===== config.mk =====
export PLATFORM = sky130hd
export DESIGN_NAME = quad_decoder
export DESIGN_NICKNAME = d
export VERILOG_FILES = /design/src/rtl/quad_decoder.sv
export SDC_FILE = /design/constraint.sdc
export NUM_CORES = 1
export LEC_CHECK = 0
export ABC_AREA = 1
export BUFFER_PORTS_ARGS = -buffer_cell sky130_fd_sc_hd__buf_2
export CORE_MARGIN = 4
export CORE_UTILIZATION = 57
export DETAILED_ROUTE_END_ITERATION = 12
export GPL_ROUTABILITY_DRIVEN = 0
export PLACE_DENSITY_LB_ADDON = 0.08
export RECOVER_POWER = 25
export SLEW_MARGIN = 15
export SYNTH_ARGS = -nofsm -noshare
export SYNTH_HDL_FRONTEND = slang
export SYNTH_SLANG_ARGS = --single-unit

===== constraint.sdc =====
create_clock -name clk -period 7.17 [get_ports clk]
set_input_delay 0.717 -clock clk [delete_from_list [all_inputs] [get_ports clk]]
set_output_delay 0.717 -clock clk [all_outputs]
set_load 0.01 [all_outputs]

===== src/rtl/quad_decoder.sv =====
// Quadrature decoder: synchronizes and debounces encoder phases A/B, then drives
// a wrapping up/down position counter with direction, step strobe and sticky error.
module quad_decoder #(
  parameter int WIDTH = 8,
  parameter int FILT  = 2
) (
  input  logic             clk,
  input  logic             rst,
  input  logic             a_in,
  input  logic             b_in,
  input  logic             en_load,
  input  logic [WIDTH-1:0] load,
  input  logic             clr_err,
  output logic [WIDTH-1:0] pos,
  output logic             dir,
  output logic             step,
  output logic             err
);

  localparam int CW = (FILT > 1) ? $clog2(FILT) : 1;
  localparam logic [CW-1:0] CNT_MAX = CW'(FILT - 1);

  // Channel vectors: bit 0 = phase A, bit 1 = phase B.
  logic [1:0]       r_s1;
  logic [1:0]       r_s2;
  logic [1:0]       r_f;
  logic [1:0]       r_p;
  logic [CW-1:0]    r_cnt_a;
  logic [CW-1:0]    r_cnt_b;
  logic [WIDTH-1:0] r_pos;
  logic             r_dir;
  logic             r_step;
  logic             r_err;

  logic [1:0] w_cur_idx;
  logic [1:0] w_prev_idx;
  logic [1:0] w_delta;
  logic       w_up;
  logic       w_dn;
  logic       w_bad;

  always_ff @(posedge clk) begin
    if (rst) begin
      r_s1 <= '0;
      r_s2 <= '0;
      r_p  <= '0;
    end else begin
      r_s1 <= {b_in, a_in};
      r_s2 <= r_s1;
      r_p  <= r_f;
    end
  end

  // A change is accepted only after s2 has disagreed for FILT consecutive edges.
  always_ff @(posedge clk) begin
    if (rst) begin
      r_f     <= '0;
      r_cnt_a <= '0;
      r_cnt_b <= '0;
    end else begin
      if (r_s2[0] == r_f[0]) begin
        r_cnt_a <= '0;
      end else if (r_cnt_a == CNT_MAX) begin
        r_f[0]  <= r_s2[0];
        r_cnt_a <= '0;
      end else begin
        r_cnt_a <= r_cnt_a + CW'(1);
      end

      if (r_s2[1] == r_f[1]) begin
        r_cnt_b <= '0;
      end else if (r_cnt_b == CNT_MAX) begin
        r_f[1]  <= r_s2[1];
        r_cnt_b <= '0;
      end else begin
        r_cnt_b <= r_cnt_b + CW'(1);
      end
    end
  end

  // Map the gray sequence 00,10,11,01 (A,B) onto 0..3 so a step is a +/-1 difference.
  always_comb begin
    w_cur_idx  = {r_f[1], r_f[0] ^ r_f[1]};
    w_prev_idx = {r_p[1], r_p[0] ^ r_p[1]};
    w_delta    = w_cur_idx - w_prev_idx;
    w_up       = (w_delta == 2'd1);
    w_dn       = (w_delta == 2'd3);
    w_bad      = (w_delta == 2'd2);
  end

  always_ff @(posedge clk) begin
    if (rst) begin
      r_pos  <= '0;
      r_dir  <= 1'b0;
      r_step <= 1'b0;
    end else if (en_load) begin
      r_pos  <= load;
      r_step <= 1'b0;
    end else begin
      r_step <= w_up | w_dn;
      if (w_up) begin
        r_pos <= r_pos + WIDTH'(1);
        r_dir <= 1'b1;
      end else if (w_dn) begin
        r_pos <= r_pos - WIDTH'(1);
        r_dir <= 1'b0;
      end
    end
  end

  // A new illegal jump beats a simultaneous clear.
  always_ff @(posedge clk) begin
    if (rst) begin
      r_err <= 1'b0;
    end else if (w_bad) begin
      r_err <= 1'b1;
    end else if (clr_err) begin
      r_err <= 1'b0;
    end
  end

  assign pos  = r_pos;
  assign dir  = r_dir;
  assign step = r_step;
  assign err  = r_err;

endmodule

==> metrics.md <==
| Metric | Value |
|---|---|
| Final Cycle Share | 35.5% |
| Fmax | 0.393 GHz |
| Post-Syn Area per Cell | 7.31 um^2 |
| Max cap viols | 0 |
| Post-layout util | 68.6% |
| Initial antenna violation count | 0 |
| Synthesized area | 1180 um^2 |
| Max-Slew Margin vs Limit | 49.3% |
| Worst-Skew Late Latency | 310 ps |
| WL final | 2.40 mm |
| Worst setup margin | 4630 ps |
| DIE WIDTH | 53.5 um |
| First-pass GRT wire length | 4.03 mm |
| Routed len/inst | 11.3 um |
| CTS Hold Bufs | 0 |
| DR WL met3 | 167 um |
| Post-layout min period | 2540 ps |
| # rows | 16 |
| Global route total overflow | 0 |
| Least-Margin Pin Slew | 761 ps |
| Outcome | finished, final reports clean |
| Final hold slack | 411 ps |
| Core Region | 1960 um^2 |
| Max-slew violations | 0 |
| # fillers | 187 |
| Clk slew on worst S/H paths | 120 ps |
| DR vias | 1097 |
| Detail-routed via count per cell | 5.15 |
| Final Non-Filler Cells | 213 |
| Area Overhead vs Synth | 14.2% |
| Placed Cells | 209 |
| Vias in the first global route | 1038 |
| CP Capture Type | register |
| Setup-failing EPs final | 0 |
| Hold Crit Class | reg2reg |
| Clock tree sinks | 21 |
| Total negative slack | 0 ps |
| Gate Count Post-Synth | 161 |
| Seq/Total Area, Yosys | 35.7% |
| Setup Buffers After CTS | 0 |
| Final hold vios | 0 |
| VDD IR-drop max | 0.000127 V |
| DRT met1 WL | 1.13 mm |
| Root Driver | clkbuf_4 |
| Port buffer count | 24 |
| Final net count | 210 |
| Req. time, crit path | 7350 ps |
| CTS Buffer Depth | 2 |
| Met2 routed WL | 1.07 mm |
| CP arrival | 2730 ps |
| Highest metal used | met4 |
| Crit-path max FO | 9 |
| Io pins | 25 |
| Setup Skew | 3.17 ps |
| Syn Nets | 184 |
| Critical path class | reg2reg |
| Post-CTS resize count | 0 |
| Post-route DRC | 0 |
| R2R setup slack | 4630 ps |
| Die height | 53.5 um |
| Register bit total from synthesis | 21 |
| CTS tree | done |
| Multi-input logic area | 647 um^2 |
| H-Tree Depth | 1 |
| Cell area power density | 222 nW/um^2 |
| DIE AREA | 2860 um^2 |
| Syn. warnings | 0 |
| Area occupied by registers | 420 um^2 |
| Largest net degree at the start of global routing | 17 |
| CTS Buf Count | 3 |
| DRT Pass-1 Iters | 4 |
| DRT iter0 DRCs | 18 |
| Synth cell types | 25 |
| Gr usage total | 19.2% |
| Diode count | 0 |
| Starting density of the core | 60.0% |
| Antenna viol nets, final | 0 |
| Post-DP HPWL | 1.78 mm |
| RSZ-0062 raised after global routing | no |
| Setup crit start kind | register |
| LEAKAGE | 0.688 nW |
| Post-Place Worst Slack | 4650 ps |
| Layout cell share with drive strength beyond 1 | 21.0% |
[routing by layer]
metal / vias up / global-route usage [%]
met1: 484 / 23.0
met3: 6 / 3.10
met2: 36 / 33.5
met4: 0 / 7.66
met5: - / 0
li1: 571 / -
[synthesized netlist by cell type]
cell type | number | share of area (%)
dfxtp_1 | 21 | 36
o211ai_1 | 1 | 0.64
or2_0 | 1 | 0.53
nand3_1 | 11 | 4.7
a211oi_1 | 2 | 1.3
o21bai_1 | 1 | 0.64
xor2_1 | 2 | 1.5
a31oi_1 | 4 | 2.1
a21oi_1 | 8 | 3.4
o21ai_0 | 7 | 3.0
nand3_2 | 2 | 1.7
nand2_2 | 5 | 2.7
clkbuf_1 | 2 | 0.64
inv_1 | 24 | 7.7
fa_1 | 1 | 1.7
a22o_1 | 2 | 1.5
buf_2 | 1 | 0.42
inv_2 | 2 | 0.64
nor2_1 | 12 | 3.8
nor2_8 | 1 | 1.7
ha_1 | 8 | 8.5
nand2_1 | 39 | 12
xnor2_1 | 2 | 1.5
nor2_4 | 1 | 0.96
a21oi_2 | 1 | 0.74
[stage by stage]
stage,area [um^2],power [mW]
after global routing,1350,0.321
after CTS,1350,0.300
after detailed placement,1320,0.242
after global placement,1320,0.238
final,1350,0.299
after floorplan,1180,0.217
[path summary, 6_finish.rpt]
path | start | endpoint | cells past startpoint
hold reg to reg | r_s1[1]$_SDFF_PP0_ | r_s2[1]$_SDFF_PP0_ | 2
setup reg to reg | r_f[1]$_SDFFE_PP0P_ | pos[7]$_SDFFE_PP0P_ | 12
setup / recovery | r_f[1]$_SDFFE_PP0P_ | pos[7]$_SDFFE_PP0P_ | 12
hold / removal | r_s1[1]$_SDFF_PP0_ | r_s2[1]$_SDFF_PP0_ | 2
[registers in the layout, indices dropped and copies added (netlist names)]
name	flops
dir	1
err	1
pos	8
r_cnt_a	1
r_cnt_b	1
r_f	2
r_p	2
r_s1	2
r_s2	2
step	1
[layout make-up]
class                   instances  area share (%)
clock inverters                 1           0.372
multi-input cells             111            48.1
repair buffers                 24            8.84
well taps                      27            2.51
inverters                      26            7.26
flip-flops and latches         21            31.3
clock buffers                   3            1.67
[kinds of logic after synthesis]
group           after synthesis  synth area share (%)
xor+xnor                      4                  2.98
fa+ha+maj                     9                  10.2
simple gates                 72                  28.5
buf+inv                      29                  9.35
flops                        21                  35.7
compound gates               26                  13.3
[critical path, stage by stage, from the launching register on]
cell and delay, ps:
dfxtp_1 440, xnor2_1 110, ha_1 400, inv_2 130, nand3_2 220, ha_1 390, or2_0 240, nand2_2 90
nor2_1 40, nor2_1 110, nand3_1 100, nand3_2 80, a21oi_2 40
[layout by cell type, fill, tap and decap left out]
cell type and instances:
dfxtp_1 21, o21ai_0 7, a21oi_1 8, a31oi_1 4, or2_0 1, clkbuf_1 1, a22o_1 2, o21bai_1 1
nor2_8 1, clkinv_2 1, nand3_2 2, inv_2 2, o211ai_1 1, nor2_1 12, buf_2 23, nand3_1 11
fa_1 1, inv_1 24, a21oi_2 1, xnor2_1 2, nand2_2 5, clkbuf_4 3, nand2_1 39, ha_1 8
nor2_4 1, a211oi_1 2, xor2_1 2
[power breakdown]
| part | total (mW) | internal [mW] | switching, mW |
|---|---|---|---|
| logic | 0.107 | 0.0428 | 0.0645 |
| registers | 0.132 | 0.125 | 0.00699 |
| clock network | 0.0594 | 0.0208 | 0.0386 |
Power figures use the tool's default switching activity.
